### config.mk
export PLATFORM = sky130hd
export DESIGN_NAME = mem_burst_master_flat
export DESIGN_NICKNAME = d
export VERILOG_FILES = /design/src/rtl/mem_burst_master_if.sv /design/src/rtl/mem_burst_master.sv /design/src/flat_wrapper.sv
export SDC_FILE = /design/constraint.sdc
export NUM_CORES = 1
export LEC_CHECK = 0
export CAP_MARGIN = 20
export CORE_MARGIN = 2
export CORE_UTILIZATION = 57
export CTS_CLUSTER_DIAMETER = 50
export DETAILED_ROUTE_END_ITERATION = 10
export DONT_BUFFER_PORTS = 1
export PLACE_DENSITY = 0.86
export SLEW_MARGIN = 20
export SYNTH_ARGS = -nofsm -noshare
export SYNTH_HDL_FRONTEND = slang
export SYNTH_SLANG_ARGS = --single-unit
### constraint.sdc
create_clock -name clk_i -period 2.12 [get_ports clk_i]
set_input_delay 0.212 -clock clk_i [delete_from_list [all_inputs] [get_ports clk_i]]
set_output_delay 0.212 -clock clk_i [all_outputs]
set_load 0.01 [all_outputs]
### src/rtl/mem_burst_master_if.sv
// Purpose: TOY main memory read/write port bundle (8-bit word address, 16-bit data).
// Latency: a request is taken in a cycle with val && rdy; read data follows one cycle later.
// Backpressure: rdy low (e.g. during the post-reset wipe) holds the requester off.
interface mem_rwport;
  logic        val;
  logic        wen;
  logic [7:0]  addr;
  logic [15:0] wdata;
  logic [15:0] rdata;
  logic        rdy;

  modport master (output val, wen, addr, wdata, input rdata, rdy);
  modport slave  (input val, wen, addr, wdata, output rdata, rdy);
endinterface

### src/rtl/mem_burst_master.sv
// Purpose: small synchronous FIFO with visible head and occupancy level.
// Latency: a push shows at the head on the next cycle; push and pop may share a cycle.
// Backpressure: pushes while full and pops while empty are dropped; the user keeps this from happening.
module sync_fifo #(
  parameter int W     = 16,
  parameter int DEPTH = 2,
  localparam int AW   = (DEPTH > 1) ? $clog2(DEPTH) : 1
) (
  input  logic          clk_i,
  input  logic          rst_ni,
  input  logic          push,
  input  logic [W-1:0]  push_dat,
  input  logic          pop,
  output logic [W-1:0]  head_dat,
  output logic          empty,
  output logic [AW:0]   level
);
  // Pointers wrap naturally, so DEPTH is expected to be a power of two.
  localparam logic [AW:0] FULL = (AW+1)'(DEPTH);

  logic [W-1:0]  store [DEPTH];
  logic [AW-1:0] wr_ptr;
  logic [AW-1:0] rd_ptr;
  logic [AW:0]   count;
  logic          do_push;
  logic          do_pop;

  assign do_push  = push & (count != FULL);
  assign do_pop   = pop & (count != '0);
  assign head_dat = store[rd_ptr];
  assign empty    = (count == '0);
  assign level    = count;

  // Storage, pointers and occupancy; storage is cleared so the head reads zero after reset.
  always_ff @(posedge clk_i or negedge rst_ni) begin
    if (!rst_ni) begin
      for (int i = 0; i < DEPTH; i++) store[i] <= '0;
      wr_ptr <= '0;
      rd_ptr <= '0;
      count  <= '0;
    end else begin
      if (do_push) begin
        store[wr_ptr] <= push_dat;
        wr_ptr        <= wr_ptr + AW'(1);
      end
      if (do_pop) rd_ptr <= rd_ptr + AW'(1);
      count <= count + (AW+1)'(do_push) - (AW+1)'(do_pop);
    end
  end
endmodule

// Purpose: burst master moving 16-bit words between host streams and the TOY memory port.
// Latency: first memory request the cycle after command accept; read data reaches rd_data_o two cycles after issue.
// Backpressure: writes follow mem rdy combinationally; reads stop issuing once 2 words are buffered or in flight.
module mem_burst_master (
  input  logic        clk_i,
  input  logic        rst_ni,
  input  logic        cmd_val_i,
  output logic        cmd_rdy_o,
  input  logic        cmd_wen_i,
  input  logic [7:0]  cmd_addr_i,
  input  logic [7:0]  cmd_len_i,
  input  logic        wr_val_i,
  output logic        wr_rdy_o,
  input  logic [15:0] wr_data_i,
  output logic        rd_val_o,
  input  logic        rd_rdy_i,
  output logic [15:0] rd_data_o,
  output logic        busy_o,
  output logic        done_o,
  mem_rwport.master   mem
);
  typedef enum logic [1:0] {IDLE, WRITE, READ, DRAIN} state_t;

  state_t      state;
  state_t      state_nxt;
  logic [7:0]  cur_addr;
  logic [8:0]  remain;
  logic        inflight;
  logic        done_q;
  logic        done_nxt;
  logic [1:0]  level;
  logic        fifo_empty;
  logic        pop;
  logic        accept;
  logic        last;
  logic [2:0]  credits;
  logic        issue_ok;
  logic        drained;

  // Read data lands one cycle after acceptance and is parked here until the host takes it.
  sync_fifo #(.W(16), .DEPTH(2)) u_rd_fifo (
    .clk_i    (clk_i),
    .rst_ni   (rst_ni),
    .push     (inflight),
    .push_dat (mem.rdata),
    .pop      (pop),
    .head_dat (rd_data_o),
    .empty    (fifo_empty),
    .level    (level)
  );

  assign rd_val_o = ~fifo_empty;
  assign pop      = rd_val_o & rd_rdy_i;
  assign accept   = mem.val & mem.rdy;
  assign last     = (remain == 9'd1);
  // A credit is either a buffered word or a read whose data arrives next cycle.
  assign credits  = {1'b0, level} + {2'b00, inflight};
  assign issue_ok = (credits < 3'd2) || ((credits == 3'd2) && pop);
  // Look ahead by this cycle's pop so completion is flagged the cycle after the last word leaves.
  assign drained  = !inflight && ((level == 2'd0) || ((level == 2'd1) && pop));
  assign busy_o   = (state != IDLE);
  assign done_o   = done_q;

  // State register.
  always_ff @(posedge clk_i or negedge rst_ni) begin
    if (!rst_ni) state <= IDLE;
    else         state <= state_nxt;
  end

  // Next state, memory-port drive and stream handshakes.
  always_comb begin
    state_nxt = state;
    cmd_rdy_o = 1'b0;
    wr_rdy_o  = 1'b0;
    mem.val   = 1'b0;
    mem.wen   = 1'b0;
    mem.addr  = 8'h00;
    mem.wdata = 16'h0000;
    done_nxt  = 1'b0;
    case (state)
      IDLE: begin
        cmd_rdy_o = 1'b1;
        if (cmd_val_i) state_nxt = cmd_wen_i ? WRITE : READ;
      end
      WRITE: begin
        mem.val   = wr_val_i;
        mem.wen   = 1'b1;
        mem.addr  = cur_addr;
        mem.wdata = wr_data_i;
        wr_rdy_o  = mem.rdy;
        if (wr_val_i && mem.rdy && last) begin
          state_nxt = IDLE;
          done_nxt  = 1'b1;
        end
      end
      READ: begin
        mem.val  = issue_ok;
        mem.addr = cur_addr;
        if (issue_ok && mem.rdy && last) state_nxt = DRAIN;
      end
      DRAIN: begin
        if (drained) begin
          state_nxt = IDLE;
          done_nxt  = 1'b1;
        end
      end
      default: state_nxt = IDLE;
    endcase
  end

  // Burst address/count, in-flight read flag and the registered completion pulse.
  always_ff @(posedge clk_i or negedge rst_ni) begin
    if (!rst_ni) begin
      cur_addr <= 8'h00;
      remain   <= 9'd0;
      inflight <= 1'b0;
      done_q   <= 1'b0;
    end else begin
      done_q   <= done_nxt;
      inflight <= (state == READ) && accept;
      if ((state == IDLE) && cmd_val_i) begin
        cur_addr <= cmd_addr_i;
        remain   <= {1'b0, cmd_len_i} + 9'd1;
      end else if (accept) begin
        cur_addr <= cur_addr + 8'd1;
        remain   <= remain - 9'd1;
      end
    end
  end
endmodule

### src/flat_wrapper.sv
// flat-port wrapper written by rule: the top's interface ports become plain ports
module mem_burst_master_flat 
  (clk_i, rst_ni, cmd_val_i, cmd_rdy_o, cmd_wen_i, cmd_addr_i, cmd_len_i, wr_val_i, wr_rdy_o, wr_data_i, rd_val_o, rd_rdy_i, rd_data_o, busy_o, done_o, mem_val, mem_wen, mem_addr, mem_wdata, mem_rdata, mem_rdy);
  mem_rwport mem_i ();
  input  logic clk_i;
  input  logic rst_ni;
  input  logic cmd_val_i;
  output logic cmd_rdy_o;
  input  logic cmd_wen_i;
  input  logic [7:0] cmd_addr_i;
  input  logic [7:0] cmd_len_i;
  input  logic wr_val_i;
  output logic wr_rdy_o;
  input  logic [15:0] wr_data_i;
  output logic rd_val_o;
  input  logic rd_rdy_i;
  output logic [15:0] rd_data_o;
  output logic busy_o;
  output logic done_o;
  output wire logic [$bits(mem_i.val)-1:0] mem_val;
  output wire logic [$bits(mem_i.wen)-1:0] mem_wen;
  output wire logic [$bits(mem_i.addr)-1:0] mem_addr;
  output wire logic [$bits(mem_i.wdata)-1:0] mem_wdata;
  input wire logic [$bits(mem_i.rdata)-1:0] mem_rdata;
  input wire logic [$bits(mem_i.rdy)-1:0] mem_rdy;
  assign mem_val = mem_i.val;
  assign mem_wen = mem_i.wen;
  assign mem_addr = mem_i.addr;
  assign mem_wdata = mem_i.wdata;
  assign mem_i.rdata = mem_rdata;
  assign mem_i.rdy = mem_rdy;
  mem_burst_master u_core (.clk_i(clk_i), .rst_ni(rst_ni), .cmd_val_i(cmd_val_i), .cmd_rdy_o(cmd_rdy_o), .cmd_wen_i(cmd_wen_i), .cmd_addr_i(cmd_addr_i), .cmd_len_i(cmd_len_i), .wr_val_i(wr_val_i), .wr_rdy_o(wr_rdy_o), .wr_data_i(wr_data_i), .rd_val_o(rd_val_o), .rd_rdy_i(rd_rdy_i), .rd_data_o(rd_data_o), .busy_o(busy_o), .done_o(done_o), .mem(mem_i));
endmodule
Yosys cells after proc, flatten, opt, wreduce, memory -nomap -nowiden
Cells that the tools add are included.
{"block": "classes", "addsub": 8, "order_cmp": 4, "n_eq_ne": 11, "n_mux": 25, "bitwise_logic": 7, "n_reduce_logical": 20}
{"operator": "$mux 16", "count": 5}
{"operator": "$bwmux 32", "count": 1}
{"operator": "$mux 8", "count": 3}
{"operator": "$mux 9", "count": 2}
{"operator": "$demux 16 s1", "count": 1}
{"operator": "$logic_and 1x1->1", "count": 10}
{"operator": "$mux 2", "count": 5}
{"operator": "$add 8x1->9 const B", "count": 1}
{"operator": "$eq 9x1->1 const B", "count": 1}
{"operator": "$sub 9x1->9 const B", "count": 1}
{"operator": "$add 8x1->8 const B", "count": 1}
{"operator": "$pmux 2 s4", "count": 1}
{"operator": "$ne 2x1->1 const B", "count": 3}
{"operator": "$reduce_bool 2->1", "count": 3}
{"operator": "$mux 1", "count": 5}
{"operator": "$and 1x1->1", "count": 4}
{"operator": "$eq 2x1->1 const B", "count": 2}
{"operator": "$eq 2x2->1 const B", "count": 2}
{"operator": "$ge 2x2->1 const B", "count": 2}
{"operator": "$logic_not 2->1", "count": 2}
{"operator": "$ne 2x2->1 const B", "count": 2}
{"operator": "$not 1->2", "count": 2}
{"operator": "$pmux 1 s2", "count": 2}
{"operator": "$reduce_and 4->1", "count": 1}
{"operator": "other kinds (11)", "count": 13}
{"block": "totals", "regBits": 57, "input_bits": 55, "out_inout_bits": 47}

Depth between registers and ports, before layout
{"block": "logic_depth", "word_depth": 9, "ltp_mapped": 9, "depth_no_buf": 8}

By module
Synthesis repeated with hierarchy kept, for this count alone.
{"block": "hier_totals", "hier_cells": 292, "area_unflattened_um2": 3334.4}
{"module": "sync_fifo", "n_inst": 1, "cells_per_inst": 103, "area_per_inst_um2": 1687.9, "seq_area_each_um2": 900.9}
{"module": "mem_burst_master", "n_inst": 1, "cells_per_inst": 189, "area_per_inst_um2": 1646.6, "seq_area_each_um2": 525.5}

Worst setup path after synthesis
No wires, ideal clock.
{"block": "synth_timing", "path_type": "flip-flop to flip-flop", "start": "register u_core.u_rd_fifo.count[0] (netlist: u_core.u_rd_fifo.level[0])", "end": "register u_core.state[0]", "setup_ns": 0.128, "t_arrival_ns": 1.915, "t_required_ns": 1.992, "slack_ns": 0.077, "stages_incl_launch_ff": 9, "path_buffers": 0, "synth_period_minus_slack_ns": 2.043, "path_cell_list": "dfrtp_1 > ha_1 > inv_1 > ha_1 > nor3b_2 > a21oi_1 > o41ai_2 > o2111ai_1 > mux2_1"}
{"block": "synth_via", "elab_chain_len": 9, "elab_cells_between_ends": 17, "cone_classes": "add/sub: 1; order compare: 1; eq/ne: 4; bitwise: 2; reduce/logical: 9"}
{"item": "from (decl)", "line_no": "mem_burst_master.sv:24", "text": "logic [AW:0] count;"}
{"item": "from (signal assigned)", "line_no": "mem_burst_master.sv:47", "text": "count <= count + (AW+1)'(do_push) - (AW+1)'(do_pop);"}
{"item": "branches (longest 8 deep; another with $add 2x1->3)"}
{"item": "$reduce_and 4->1 (no source line) (*)"}
{"item": "to (signal assigned)", "line_no": "mem_burst_master.sv:118", "text": "else state <= state_nxt;"}
{"item": "to (decl)", "line_no": "mem_burst_master.sv:75", "text": "state_t state;"}
Every way passes the cells marked *.
A chain may end at the register's enable or synchronous reset.

Worst setup path after layout
Same ends and word-level chain as after synthesis.

==> results.ini <==
[outcome]
status=finished with violations
violations=setup timing

[synthesis]
synthArstFlopShare=1.000
synth_area_leaders=dfrtp_1 (44%), mux2_2 (11%), mux2_1 (6.3%), xnor2_1 (6.0%), and2_1 (5.4%)
synth_area_leader_cell=dfrtp_1
yosys_warnings=0
synth.cell_area_sq_mm=0.003227
yosysMostFrequentCell=dfrtp_1
synth_commonest_cells=dfrtp_1 (57), mux2_2 (32), and2_1 (28)
netlist.area_leader.share=0.4420
synth_ff_type=dfrtp_1
synthesis.instances=297
synth_edf_count=0
yosys.area_share.xor_xnor=0.06786
synthSimpleGateAreaFrac=0.1652
synth-compound-area-share=0.06475
synth.area.mux_share=0.1807
ys_seq_elements=57
ys_seq_area_frac=0.4420
avgSynthCellArea_sq_um=10.86
yosysUniqueCellTypes=43
synth_top_family_by_area=multiplexers
synth_nets=365
synth_fa_ha_area_frac=0.05041

[layout]
areaGrowthSynthToFinish_pct=21.68
final_nets=399
utilization=0.7174
n_antenna_cell=0
n_fill_cell=371
drive_above_1_share=0.2768
fin_cells=408

[global_route]
grt.total_usage=0.2444
grt_pass1_wl_um=11600
overflow=0
grt_max_degree=58
antenna_found_initial=0
grt_pass1_vias=2444

[detailed_routing]
routed_wirelength_um=7465
routed_via_density=5.728
drc=0
detail-route-antenna-nets=0
drt_pre_antenna_iters=5
num_vias=2337
drtIter0Drc=131
wl_per_cell_um=18.30

[setup_path]
critPathMaxFanout=2
path_class=reg -> reg
worst_setup_path_start_kind=register
critPathArrivalTime_ps=2390
required_ps=2340
end_kind=register

[place]
post-place-cells=368
dp.final_hpwl_um=4873
gp_congestion=0.7506
portBuffers=0

[clock_network]
clock_latency_ps=340
cts_tree=built
cts_sinks=57
cts_root_buf=clkbuf_8
clk_pin_slew_ps=60
cts_made_buffers=9
htreeDepth=3
cts_max_path_buffers=2

[sta]
rsz0062_at_grt=yes
finalHoldViolations=0
relSlewSlack=0.6596
worst_slew_pin_slew_ps=510.5
layout_setup_ws_ps=-45.63
setup_violations=2
fin_worst_skew_ps=3.631
final_max_slew_viol_count=0
clock.fmax_ghz=0.4618
period_share=1.022
tns_ps=-90.69
min_period_ps=2166

[die]
dieArea_sq_mm=0.006279
rows=27
dieHeight_um=79.24
die_w_um=79.24
core_sq_mm=0.005473
start_util=0.5896
ios=102

[flow_run]
max-cap-violations=0

[power]
p_per_area_mw_per_mm2=1406
p_leak_uw=0.001741
peakVddDrop_mv=0.9466

[worst_hold_path]
hold_path_class=in -> reg

layout by cell type, fill, tap and decap left out, drive strengths merged, types with 13 or more instances in the layout:
cell | synthesis | routed
nand2 | 27 | 27
buf | 5 | 16
dfrtp | 57 | 57
dlygate4sd3 | 0 | 19
and2 | 28 | 28
mux2 | 50 | 50
o21ai | 14 | 14
xnor2 | 22 | 22
ha | 13 | 13
nor2 | 14 | 14
final timing paths:
path                                       startpoint                    endpoint  slack (ps)  depth (start not counted)
max                         u_core.u_rd_fifo.level[0]             u_core.state[0]         -50                          8
min                                     mem_rdata[12]  u_core.u_rd_fifo.store[28]          20                          1
max reg2reg                 u_core.u_rd_fifo.level[0]             u_core.state[0]         -50                          8
min reg2reg                u_core.u_rd_fifo.store[24]  u_core.u_rd_fifo.store[24]         490                          1
max in group asynchronous                      rst_ni               u_core.done_o        1480                          2
min in group asynchronous                      rst_ni  u_core.u_rd_fifo.store[24]         390                          2
metal layers:
metal,routed length [um],part of all wire,track usage
met5,0,0,0
met4,76,0.010,0.07759
met3,591,0.079,0.08295
met2,3802,0.51,0.4229
met1,2996,0.40,0.2853
where the power goes:
part	leakage [uW]	switching, uW	internal [uW]
Sequential	0.000708	371	1560
Clock	0.0000818	438	414
Combinational	0.000951	1470	1270
metrics by stage:
stage               worst slack [ps]  total power (uW)  hold WS [ps]  instance area [sq um]
CTS                           -2.717              5331         1.447                   3805
global placement               96.04              4080        -82.47                   3351
finish                        -45.63              5519         19.34                   3926
floorplan                      77.05              3674        -83.59                   3227
detailed placement            -60.04              4199        -81.95                   3351
global route                  -126.7              5881       -0.2244                   3926
cell families (layout without fill, tap and decap cells):
kind of cell	count (synthesis)	in the layout
AO/OA/AOI/OAI	30	30
XOR/XNOR	25	25
adder cells (fa/ha/maj)	13	13
buffers and inverters	24	63
flip-flops	57	57
multiplexers	52	52
AND/OR/NAND/NOR	96	96
critical path: stages, from the launching register on:
cell       delay [ps]
dfrtp_1           370
ha_2              210
inv_2              50
ha_4              250
nor3b_4           240
a21oi_2           100
o41ai_2           280
o2111ai_2         220
mux2_4            340
state kept, by name (all words and copies together), names as in the netlist:
register and cells:
u_core.u_rd_fifo.wr_ptr 1, u_core.u_rd_fifo.level 2, u_core.u_rd_fifo.store 32, u_core.cur_addr 8, u_core.done_o 1, u_core.state 2, u_core.inflight 1, u_core.u_rd_fifo.rd_ptr 1
u_core.remain 9
final cells by class:
type	count	area (sq um)	area share
inverter	12	45.04	0.01147
sequential	57	1426	0.3633
clock buffer	10	127.6	0.03250
multi-input combinational	216	1848	0.4707
clock inverter	6	35.03	0.008923
timing repair buffer	35	354.1	0.09018
tap	72	90.09	0.02294
what timing repair did:
action                                  4_1_cts  5_1_grt
resized for setup                             9       20
endpoints found under the setup margin        4       13
setup buffers                                 4        0
pin swaps                                     4       23
hold endpoints to repair                     74        1
hold buffers                                 19        1
(Power assumes the default switching activity.)
